### config.mk
export PLATFORM = sky130hd
export DESIGN_NAME = if_stage
export DESIGN_NICKNAME = d
export VERILOG_FILES = /design/src/rtl/if_stage_pkg.sv /design/src/rtl/if_stage.sv
export SDC_FILE = /design/constraint.sdc
export NUM_CORES = 1
export LEC_CHECK = 0
export ABC_AREA = 1
export BUFFER_PORTS_ARGS = -buffer_cell sky130_fd_sc_hd__buf_2
export CAP_MARGIN = 25
export CORE_MARGIN = 2
export CORE_UTILIZATION = 50
export CTS_CLUSTER_SIZE = 8
export DETAILED_ROUTE_END_ITERATION = 6
export MAX_ROUTING_LAYER = met4
export PLACE_DENSITY_LB_ADDON = 0.2
export SLEW_MARGIN = 20
export SYNTH_ARGS = -nofsm -noshare
export SYNTH_HDL_FRONTEND = slang
export SYNTH_SLANG_ARGS = --single-unit
### constraint.sdc
create_clock -name i_clk -period 4.2 [get_ports i_clk]
set_input_delay 0.42 -clock i_clk [delete_from_list [all_inputs] [get_ports i_clk]]
set_output_delay 0.42 -clock i_clk [all_outputs]
set_load 0.02 [all_outputs]
### src/rtl/if_stage_pkg.sv
// Shared core definitions for the fetch stage: NOP encoding, default
// reset PC, fetch FSM state encoding and the IF/ID payload layout.
package if_stage_pkg;

  localparam logic [31:0] NOP_INSTR        = 32'h00000013;
  localparam logic [31:0] DEFAULT_RESET_PC = 32'h00000000;

  typedef enum logic [2:0] {
    S_IDLE,
    S_REQ,
    S_WAIT,
    S_HOLD,
    S_DRAIN
  } fetch_state_t;

  typedef struct packed {
    logic [31:0] pc;
    logic [31:0] instr;
    logic [31:0] pc_plus_4;
    logic        valid;
  } ifid_t;

  // Payload presented to IF/ID for a fetched word at address pc.
  function automatic ifid_t make_ifid(input logic [31:0] pc, input logic [31:0] instr);
    ifid_t r;
    r.pc        = pc;
    r.instr     = instr;
    r.pc_plus_4 = pc + 32'd4;
    r.valid     = 1'b1;
    return r;
  endfunction

endpackage

### src/rtl/if_stage.sv
// Instruction fetch stage: single-outstanding request/grant/rvalid memory
// port, registered IF/ID-facing outputs, one-entry hold buffer for a
// response arriving while downstream is stalled, and redirect draining.
module if_stage
  import if_stage_pkg::*;
#(
  parameter logic [31:0] RESET_PC = DEFAULT_RESET_PC
) (
  input  logic        i_clk,
  input  logic        i_rst_n,
  input  logic        i_stall,
  input  logic        i_redirect,
  input  logic [31:0] i_redirect_pc,
  output logic        o_imem_req,
  output logic [31:0] o_imem_addr,
  input  logic        i_imem_gnt,
  input  logic        i_imem_rvalid,
  input  logic [31:0] i_imem_rdata,
  output logic [31:0] o_pc,
  output logic [31:0] o_instruction,
  output logic [31:0] o_pc_plus_4,
  output logic        o_valid
);

  localparam logic [31:0] PC_MASK = 32'hFFFF_FFFC;

  fetch_state_t state_q, state_d;
  logic [31:0]  pc_q, pc_d;       // address of the word being fetched
  logic [31:0]  hold_q, hold_d;   // hold buffer; contents meaningful only in S_HOLD
  ifid_t        out_q, out_d;

  // Only one request can be outstanding; the address is the fetch PC.
  assign o_imem_req  = (state_q == S_REQ);
  assign o_imem_addr = pc_q;

  assign o_pc          = out_q.pc;
  assign o_instruction = out_q.instr;
  assign o_pc_plus_4   = out_q.pc_plus_4;
  assign o_valid       = out_q.valid;

  // State, PC, hold buffer and output registers.
  always_ff @(posedge i_clk or negedge i_rst_n) begin
    if (!i_rst_n) begin
      state_q         <= S_IDLE;
      pc_q            <= RESET_PC & PC_MASK;
      hold_q          <= NOP_INSTR;
      out_q.pc        <= 32'h0;
      out_q.instr     <= NOP_INSTR;
      out_q.pc_plus_4 <= 32'h4;
      out_q.valid     <= 1'b0;
    end else begin
      state_q <= state_d;
      pc_q    <= pc_d;
      hold_q  <= hold_d;
      out_q   <= out_d;
    end
  end

  // Next-state, PC advance and output load; redirect overrides everything.
  always_comb begin
    state_d = state_q;
    pc_d    = pc_q;
    hold_d  = hold_q;
    out_d   = out_q;
    // Unstalled cycles without a load present a bubble.
    if (!i_stall) out_d.valid = 1'b0;

    if (i_redirect) begin
      pc_d        = i_redirect_pc & PC_MASK;
      out_d.valid = 1'b0;
      // A response still owed by memory after this edge must be thrown away.
      if ((state_q == S_REQ && i_imem_gnt) ||
          ((state_q == S_WAIT || state_q == S_DRAIN) && !i_imem_rvalid))
        state_d = S_DRAIN;
      else
        state_d = S_REQ;
    end else begin
      case (state_q)
        S_IDLE:  state_d = S_REQ;
        S_REQ:   if (i_imem_gnt) state_d = S_WAIT;
        S_WAIT: begin
          if (i_imem_rvalid) begin
            if (i_stall) begin
              hold_d  = i_imem_rdata;
              state_d = S_HOLD;
            end else begin
              out_d   = make_ifid(pc_q, i_imem_rdata);
              pc_d    = pc_q + 32'd4;
              state_d = S_REQ;
            end
          end
        end
        S_HOLD: begin
          if (!i_stall) begin
            out_d   = make_ifid(pc_q, hold_q);
            pc_d    = pc_q + 32'd4;
            state_d = S_REQ;
          end
        end
        S_DRAIN: if (i_imem_rvalid) state_d = S_REQ;
        default: state_d = S_IDLE;
      endcase
    end
  end

endmodule

After elaboration in Yosys (flattened, before gate mapping)
Cells that the tools add are included.
{"block": "word_totals", "wordCells": 50, "ff_bits": 164, "inputBits": 70, "output_inout_bits": 130}
{"block": "classes", "bitwise": 1, "n_reduce_logical": 12, "addsub": 1, "mux": 18, "eq_ne": 11}
{"cell": "$mux W97", "count": 3}
{"cell": "$pmux W97 S2", "count": 1}
{"cell": "$mux W32", "count": 3}
{"cell": "$pmux W32 S2", "count": 1}
{"cell": "$add A32 B3 Y32 const B", "count": 1}
{"cell": "$mux W3", "count": 6}
{"cell": "$pmux W3 S5", "count": 1}
{"cell": "$ne A3 B3 Y1 const B", "count": 3}
{"cell": "$reduce_and A4 Y1", "count": 2}
{"cell": "$eq A3 B2 Y1 const B", "count": 2}
{"cell": "$ne A2 B2 Y1 const B", "count": 3}
{"cell": "$reduce_and A5 Y1", "count": 1}
{"cell": "$eq A3 B1 Y1 const B", "count": 1}
{"cell": "$eq A3 B3 Y1 const B", "count": 1}
{"cell": "$logic_not A3 Y1", "count": 1}
{"cell": "$ne A3 B2 Y1 const B", "count": 1}
{"cell": "$reduce_bool A3 Y1", "count": 1}
{"cell": "$logic_and A1 B1 Y1", "count": 2}
{"cell": "$logic_or A1 B1 Y1", "count": 2}
{"cell": "$mux W1", "count": 2}
{"cell": "$mux W2", "count": 1}
{"cell": "$reduce_and A2 Y1", "count": 1}
{"cell": "$reduce_bool A2 Y1", "count": 1}
{"cell": "$logic_not A1 Y1", "count": 1}
{"cell": "$not A1 Y1", "count": 1}

Longest topological paths before layout
Gate-level depths: netlist of run 1.
{"block": "depth", "word_depth": 6, "depth_mapped": 10, "mapped_depth_nobuf": 10}

Worst setup path before layout of run 1
Ideal clock, no wire load.
{"block": "synth_path", "path_type": "register to register", "start": "register pc_q[3], in the netlist o_imem_addr[3]", "end": "register pc_q[22], in the netlist o_imem_addr[22]", "setup_slack_ns": 2.618, "arrival_time_ns": 1.465, "setup_ns": 0.117, "required_ns": 4.083, "path_buffers": 0, "period_less_slack_ns": 1.582, "stages_incl_launch_ff": 11, "cell_sequence": "dfrtp_1 ha_1 nand2_1 nor2_1 nand2_1 nor2_1 nand2_1 nand2_1 nand3_1 nand2_1 nand2_1"}
{"block": "synth_via", "elab_chain_cells": 5}
{"element": "from (decl)", "line_no": "if_stage.sv:28", "rtl": "logic [31:0] pc_q, pc_d;"}
{"element": "from (signal assigned)", "line_no": "if_stage.sv:45", "rtl": "pc_q <= RESET_PC & PC_MASK;"}
{"element": "from (signal assigned)", "line_no": "if_stage.sv:53", "rtl": "pc_q <= pc_d;"}
{"element": "$add A32 B3 Y32 (*)", "line_no": "if_stage.sv:88, if_stage.sv:96"}
{"element": "$mux W32 (*)", "line_no": "if_stage.sv:83, if_stage.sv:94"}
{"element": "$mux W32", "line_no": "if_stage.sv:82", "rtl": "if (i_imem_rvalid) begin"}
{"element": "$pmux W32 S2 (*)", "line_no": "if_stage.sv:78", "rtl": "case (state_q)"}
{"element": "$mux W32 (*)", "line_no": "if_stage.sv:68", "rtl": "if (i_redirect) begin"}
Mark *: on every way between the ends. The rest lies on a longest branch, timed or not. The select of a mux whose other input is x is not followed.
A chain may end at the register's enable or synchronous reset.

Final worst setup path of run 1
{"block": "layout_path", "start": "register state_q[1]", "end": "register pc_q[5], in the netlist o_imem_addr[5]"}
{"block": "layout_via", "elab_chain_cells": 3, "elab_cells_between_ends": 7, "cone_classes": "eq/ne (3); mux (2); reduce/logical (2)"}
{"element": "from (decl)", "line_no": "if_stage.sv:27", "rtl": "fetch_state_t state_q, state_d;"}
{"element": "from (signal assigned)", "line_no": "if_stage.sv:52", "rtl": "state_q <= state_d;"}
{"element": "$eq A3 B2 Y1", "line_no": "if_stage.sv:78"}
{"element": "$pmux W32 S2 (tied with other cells)", "line_no": "if_stage.sv:78"}
{"element": "$mux W32 / $reduce_and A2 Y1 (equally long branches)"}
Parallel ways exist; a longest one is shown, timed or not.

==> out/metrics.yaml, run 1 <==
r2r-end: "o_imem_addr[5]$_DFFE_PN0P_"
clk_latency_ps: 420
via_per_inst: 5.11
end_kind: "flip-flop"
critical_path_class: "flip-flop to flip-flop"
chipHeight_um: 125
path_buf_inv: 2
design.core.area_mm2: 0.0144
worstRegToRegCells: 7
fillers: 1280
finalNonFillerCells: 1238
finalCritPeriodShare_pct: 52.3
clock_path_buffers: 2
p_leak_uw: 0.00483
fmax_mhz: 456
crit_slowest_cell: "buf_4"
die_w_um: 125
cts-buffers-inserted: 17
maxCapViolCount: 0
num_rows: 44
ir_drop_v: 0.000328
grt_pass1_wl_um: 31200
num_vias: 6320
multi_input_area_mm2: 0.00286
num_io_pins: 200
synth_cells: 854
power_uw: 5940
rsz0062_at_grt: "false"
area_delta_synth_final_pct: 24.2
worstPathRequired_ps: 4540
max-slew-margin-rel_pct: 35.1
worst_ep_arrival_time_ps: 2530
root_buffer: "clkbuf_16"
slew_viol_final: 0
final_area_mm2: 0.00903
ant_nets: 0
run_status: "finished, final reports clean"
cts_setup_buffers: 0
fin_setup_tns_ps: 0
grt_max_degree: 110
setup_viol: 0
final-hold-violation-count: 0
die-area_mm2: 0.0155
crit_cells: 7
async_reset_ff_share_pct: 100
netlist.area_leader.share_pct: 52.3
cts_resized: 0
wl_per_cell_um: 14.9
drt_iter0_markers: 526
ys_types: 32
layout-drive-gt1-share_pct: 25.5
drc: 0
worstPathCellList: "nand3_1 > nor2_4 > buf_4 > o21ai_4 > buf_4 > nor2_1 > nor3_1"
drt_wl_total_um: 18500
grt_use_total_pct: 25.6
cp_common_cell: "buf_4"
htree_levels: 4
nNetsFinal: 1110
startpoint: "state_q[1]$_DFFE_PN0P_"
regArea_mm2: 0.00399
clkSlewWorstSetupHoldPaths_ps: 60
hold_path_class: "input pin to flip-flop"
dp_hpwl_um: 12300
r2r_setup_slack_ps: 2010
synth_area_leaders: "dfrtp_1 (52%), nand2_1 (17%), o21ai_0 (4.4%)"
worst-path-max-fanout: 83
antenna_found_initial: 2
overflow: 0
fin_worst_skew_ps: 8.00
place_inst: 1202
critPathLaunchType: "flip-flop"
portBuffers: 195
power_density_mw_per_mm2: 659
place_congestion: 0.872
tightest_slew_ps: 972
tritoncts: "yes"
ys_warn_count: 0
reg2reg_from: "state_q[1]$_DFFE_PN0P_"
cts_sinks: 159
ys_seq_area_share_pct: 54.9
post-synth-top-count-cell: "nand2_1"
synth_commonest_cells: "nand2_1 (326), dfrtp_1 (152), o21ai_0 (64)"
synth-seq-cells: 159
ys.flop_type: "dfrtp_1"
syn_avg_cell_area_um2: 8.51
start_util_pct: 50.6
cpPeakStageDelay_ps: 670
yosysTopAreaCell: "dfrtp_1"
holdBufCountCts: 0
min_period_ps: 2190
critical_path.top_delay_family: "buffers and inverters"
endpoint: "o_imem_addr[5]$_DFFE_PN0P_"
grt_pass1_vias: 6157
fin_util_pct: 62.8
dr.pass1.iters: 5
netlist_area_mm2: 0.00727
synth-edff-count: 0
placed_area_mm2: 0.00833
==> cells by family after synthesis <==
logic type	share of synthesized area, %
flip-flops	54.9
AND/OR/NAND/NOR	25.2
multiplexers	4.18
AO/OA/AOI/OAI	8.80
buffers and inverters	5.97
other	0.0516
XOR/XNOR	0.723
adder cells (fa/ha/maj)	0.172
==> per-stage QoR <==
step | setup slack [ps] | hold slack [ps]
after floorplan | 2620 | 124
after global placement | 1950 | 455
after detailed placement | 1930 | 459
after CTS | 2020 | 173
after global routing | 1790 | 210
final | 2010 | 209
==> registers in the layout (all words and copies together) (netlist names) <==
| name | cells |
|---|---|
| o_pc_plus_4 | 30 |
| o_valid | 1 |
| hold_q | 32 |
| o_imem_addr | 30 |
| o_pc | 31 |
| o_instruction | 32 |
| state_q | 3 |
==> where the power goes <==
| part | internal (uW) | leakage, uW | total (uW) | switching, uW |
|---|---|---|---|---|
| clock network | 1070 | 0.000318 | 1700 | 625 |
| logic | 633 | 0.00249 | 1830 | 1200 |
| registers | 2080 | 0.00203 | 2420 | 341 |
==> worst min-delay path: cells and delay by family <==
family / cells / cell delay [ps]
buf+inv: 1 / 70
simple gates: 2 / 100
==> metal layers <==
metal | global-route usage, % | vias to the layer above | share of wire (%)
li1 | - | 3116 | -
met1 | 35.0 | 2957 | 45
met2 | 38.7 | 226 | 46
met3 | 6.31 | 21 | 7.0
met4 | 6.48 | 0 | 1.5
met5 | - | - | 0
==> placed cells by master, fill, tap and decap left out, drive strengths merged, types with 5 or more instances in the layout <==
master / n
a22oi: 32
nor2: 67
nand2: 328
buf: 203
o21ai: 70
clkbuf: 19
bufinv: 5
dfrtp: 152
mux2: 27
nand3: 48
clkinv: 6
dfstp: 7
inv: 60
==> layout make-up <==
| cell class | count | share of cell area [%] |
|---|---|---|
| diodes | 2 | 0.0554 |
| clock inverters | 13 | 2.34 |
| repair buffers | 204 | 11.9 |
| multi-input cells | 598 | 31.6 |
| flip-flops and latches | 159 | 44.2 |
| well taps | 184 | 2.55 |
| inverters | 59 | 2.45 |
| clock buffers | 19 | 4.91 |
==> worst min-delay path by stage <==
stage	from	endpoint	slack [ps]	depth (start not counted)
6_report	i_redirect_pc[17]	o_imem_addr[17]$_DFFE_PN0P_	210	3
3_5_place_dp	hold_q[29]$_DFFE_PN0P_	hold_q[29]$_DFFE_PN0P_	460	2
3_3_place_gp	hold_q[30]$_DFFE_PN0P_	hold_q[30]$_DFFE_PN0P_	460	2
4_1_cts	i_rst_n	o_instruction[24]$_DFFE_PN0P_	170	1
5_1_grt	i_redirect_pc[23]	o_imem_addr[23]$_DFFE_PN0P_	210	3
2_1_floorplan	i_rst_n	hold_q[10]$_DFFE_PN0P_	120	0
(Power assumes the default switching activity.)
==> inputs of run 2 (changes only) <==
==> constraint.sdc (replaced) <==
create_clock -name i_clk -period 2.2 [get_ports i_clk]
set_input_delay 0.22 -clock i_clk [delete_from_list [all_inputs] [get_ports i_clk]]
set_output_delay 0.22 -clock i_clk [all_outputs]
set_load 0.02 [all_outputs]
==> run 2 against run 1 <==
  * Core utilization grew 0.37 points
  * Global-route usage decreased by 0.31 points
  * Sequential power increased by 90%
  * Sequential cell count did not move
  * Die area did not move
  * Clock power rose by 75%
  * Count of clock-buffer cells in the layout is 1 lower
  * Critical path type unchanged
  * Largest cell class unchanged
==> out/metrics.yaml, run 2 (same netlist as run 1, synthesis figures left out) <==
run_status: "finished, final reports clean"  # unchanged
final-hold-violation-count: 0  # unchanged
p_leak_uw: 0.00487  # was 0.00483 uW
nNetsFinal: 1119  # was 1110
grt_pass1_vias: 5999  # was 6157
cts_resized: 0  # unchanged
drc: 0  # unchanged
cts_setup_buffers: 0  # unchanged
final_cell_mix: "nand2_1 (326), buf_2 (194), dfrtp_1 (152), o21ai_0 (64), nor2_1 (60)"  # unchanged
dp_hpwl_um: 12900  # was 12300 um
grt_max_degree: 95  # was 110
overflow: 0  # unchanged
portBuffers: 195  # unchanged
worst-path-max-fanout: 5  # was 83
fmax_mhz: 563  # was 456 MHz
worstRegToRegCells: 10  # was 7
drt_iter0_markers: 430  # was 526
dr.pass1.iters: 5  # unchanged
power_density_mw_per_mm2: 1230  # was 659 mW/mm^2
fillers: 1297  # was 1280
hp-start: "i_redirect_pc[10]"  # was i_redirect_pc[17]
clk_latency_ps: 420  # about the same
area_delta_synth_final_pct: 24.9  # was 24.2%
die_w_um: 125  # unchanged
clock_path_buffers: 2  # unchanged
rsz0062_at_grt: "false"  # unchanged
clkSlewWorstSetupHoldPaths_ps: 60  # about the same
root_buffer: "clkbuf_16"  # unchanged
num_io_pins: 200  # unchanged
chipHeight_um: 125  # unchanged
fin_worst_skew_ps: 5.33  # was 8.00 ps
design.core.area_mm2: 0.0144  # unchanged
critPathLaunchType: "flip-flop"  # unchanged
start_util_pct: 50.6  # unchanged
fin_setup_tns_ps: 0  # unchanged
slew_viol_final: 0  # unchanged
critical_path_class: "flip-flop to flip-flop"  # unchanged
num_vias: 6363  # was 6320
die-area_mm2: 0.0155  # unchanged
setup_viol: 0  # unchanged
maxCapViolCount: 0  # unchanged
worstPathRequired_ps: 2520  # was 4540 ps
finalCritPeriodShare_pct: 80.7  # was 52.3%
antenna_found_initial: 2  # unchanged
tightest_slew_ps: 567  # was 972 ps
cts-buffers-inserted: 17  # unchanged
via_per_inst: 5.10  # was 5.11
end_kind: "flip-flop"  # unchanged
multi_input_area_mm2: 0.00286  # unchanged
min_delay_worst_endpoint: "o_imem_addr[10]$_DFFE_PN0P_"  # was o_imem_addr[17]$_DFFE_PN0P_
r2r_setup_slack_ps: 420  # was 2010 ps
r2r-end: "o_imem_addr[22]$_DFFE_PN0P_"  # was o_imem_addr[5]$_DFFE_PN0P_
num_rows: 44  # unchanged
hold_depth: 3  # unchanged
layout-drive-gt1-share_pct: 26.0  # was 25.5%
cts_sinks: 159  # unchanged
tritoncts: "yes"  # unchanged
regArea_mm2: 0.00399  # unchanged
htree_levels: 4  # unchanged
ir_drop_v: 0.000635  # was 0.000328 V
layout_commonest_cell: "nand2_1"  # unchanged
min_period_ps: 1780  # was 2190 ps
power_uw: 11100  # was 5940 uW
ant_nets: 0  # unchanged
grt_use_total_pct: 25.3  # was 25.6%
wl_per_cell_um: 14.8  # was 14.9 um
grt_pass1_wl_um: 30600  # was 31200 um
startpoint: "o_imem_addr[3]$_DFFE_PN0P_"  # was state_q[1]$_DFFE_PN0P_
drt_wl_total_um: 18500  # about the same
place_congestion: 0.877  # was 0.872
hold_path_class: "input pin to flip-flop"  # unchanged
worst_ep_arrival_time_ps: 2090  # was 2530 ps
reg2reg_from: "o_imem_addr[3]$_DFFE_PN0P_"  # was state_q[1]$_DFFE_PN0P_
max-slew-margin-rel_pct: 62.2  # was 35.1%
==> run 2: worst max-delay path by stage <==
stage,endpoint,slack (ps)
2_1_floorplan,o_imem_addr[22]$_DFFE_PN0P_,620
3_3_place_gp,o_imem_addr[22]$_DFFE_PN0P_,480
3_5_place_dp,o_imem_addr[22]$_DFFE_PN0P_,450
4_1_cts,o_imem_addr[22]$_DFFE_PN0P_,440
5_1_grt,o_imem_addr[22]$_DFFE_PN0P_,280
6_report,o_imem_addr[22]$_DFFE_PN0P_,420
==> run 2: routing by layer <==
layer,GRT usage (%),up-vias,wire length (um)
met5,-,-,0
met4,7.80,0,303
met3,5.93,23,1280
met2,37.3,208,8430
met1,35.1,3005,8440
li1,-,3127,-
==> run 2: repair_timing <==
action / CTS / global route
endpoints found under the setup margin: 0 / 0
hold buffers: 2 / 0
hold endpoints to repair: 48 / 0
==> run 2: final cells by class <==
class | count | share of cell area (%)
well taps | 184 | 2.54
clock inverters | 14 | 1.82
repair buffers | 213 | 13.0
inverters | 59 | 2.44
multi-input cells | 598 | 31.5
diodes | 2 | 0.0551
flip-flops and latches | 159 | 43.9
clock buffers | 18 | 4.73
==> run 2: critical path, stage by stage (launching register included) <==
cell,delay (ps)
dfrtp_1,420
ha_1,250
nand2_1,100
nor2_1,140
nand2_1,130
nor2_1,260
nand2_1,90
nand2_1,90
nand3_1,70
nand2_1,70
nand2_1,40
==> run 2: stage by stage <==
| stage | worst slack [ps] | hold slack [ps] | area, um^2 | util, % | instances |
|---|---|---|---|---|---|
| final | 424 | 12.2 | 9080 | 63.2 | 1247 |
| after global routing | 276 | 1.90 | 9080 | 63.2 | 1247 |
| after CTS | 437 | 0.196 | 9070 | 63.2 | 1245 |
| after detailed placement | 447 | 240 | 8460 | 58.9 | 1211 |
| after global placement | 483 | 233 | 8460 | 58.9 | 1211 |
| after floorplan | 618 | -75.6 | 7270 | - | 855 |
==> run 2: power by group <==
| group | internal (uW) | total (uW) | leakage (uW) | switching [uW] |
|---|---|---|---|---|
| registers | 3960 | 4610 | 0.00203 | 645 |
| clock network | 1780 | 2980 | 0.000290 | 1200 |
| logic | 1240 | 3540 | 0.00255 | 2300 |
| total | 6990 | 11100 | 0.00487 | 4140 |
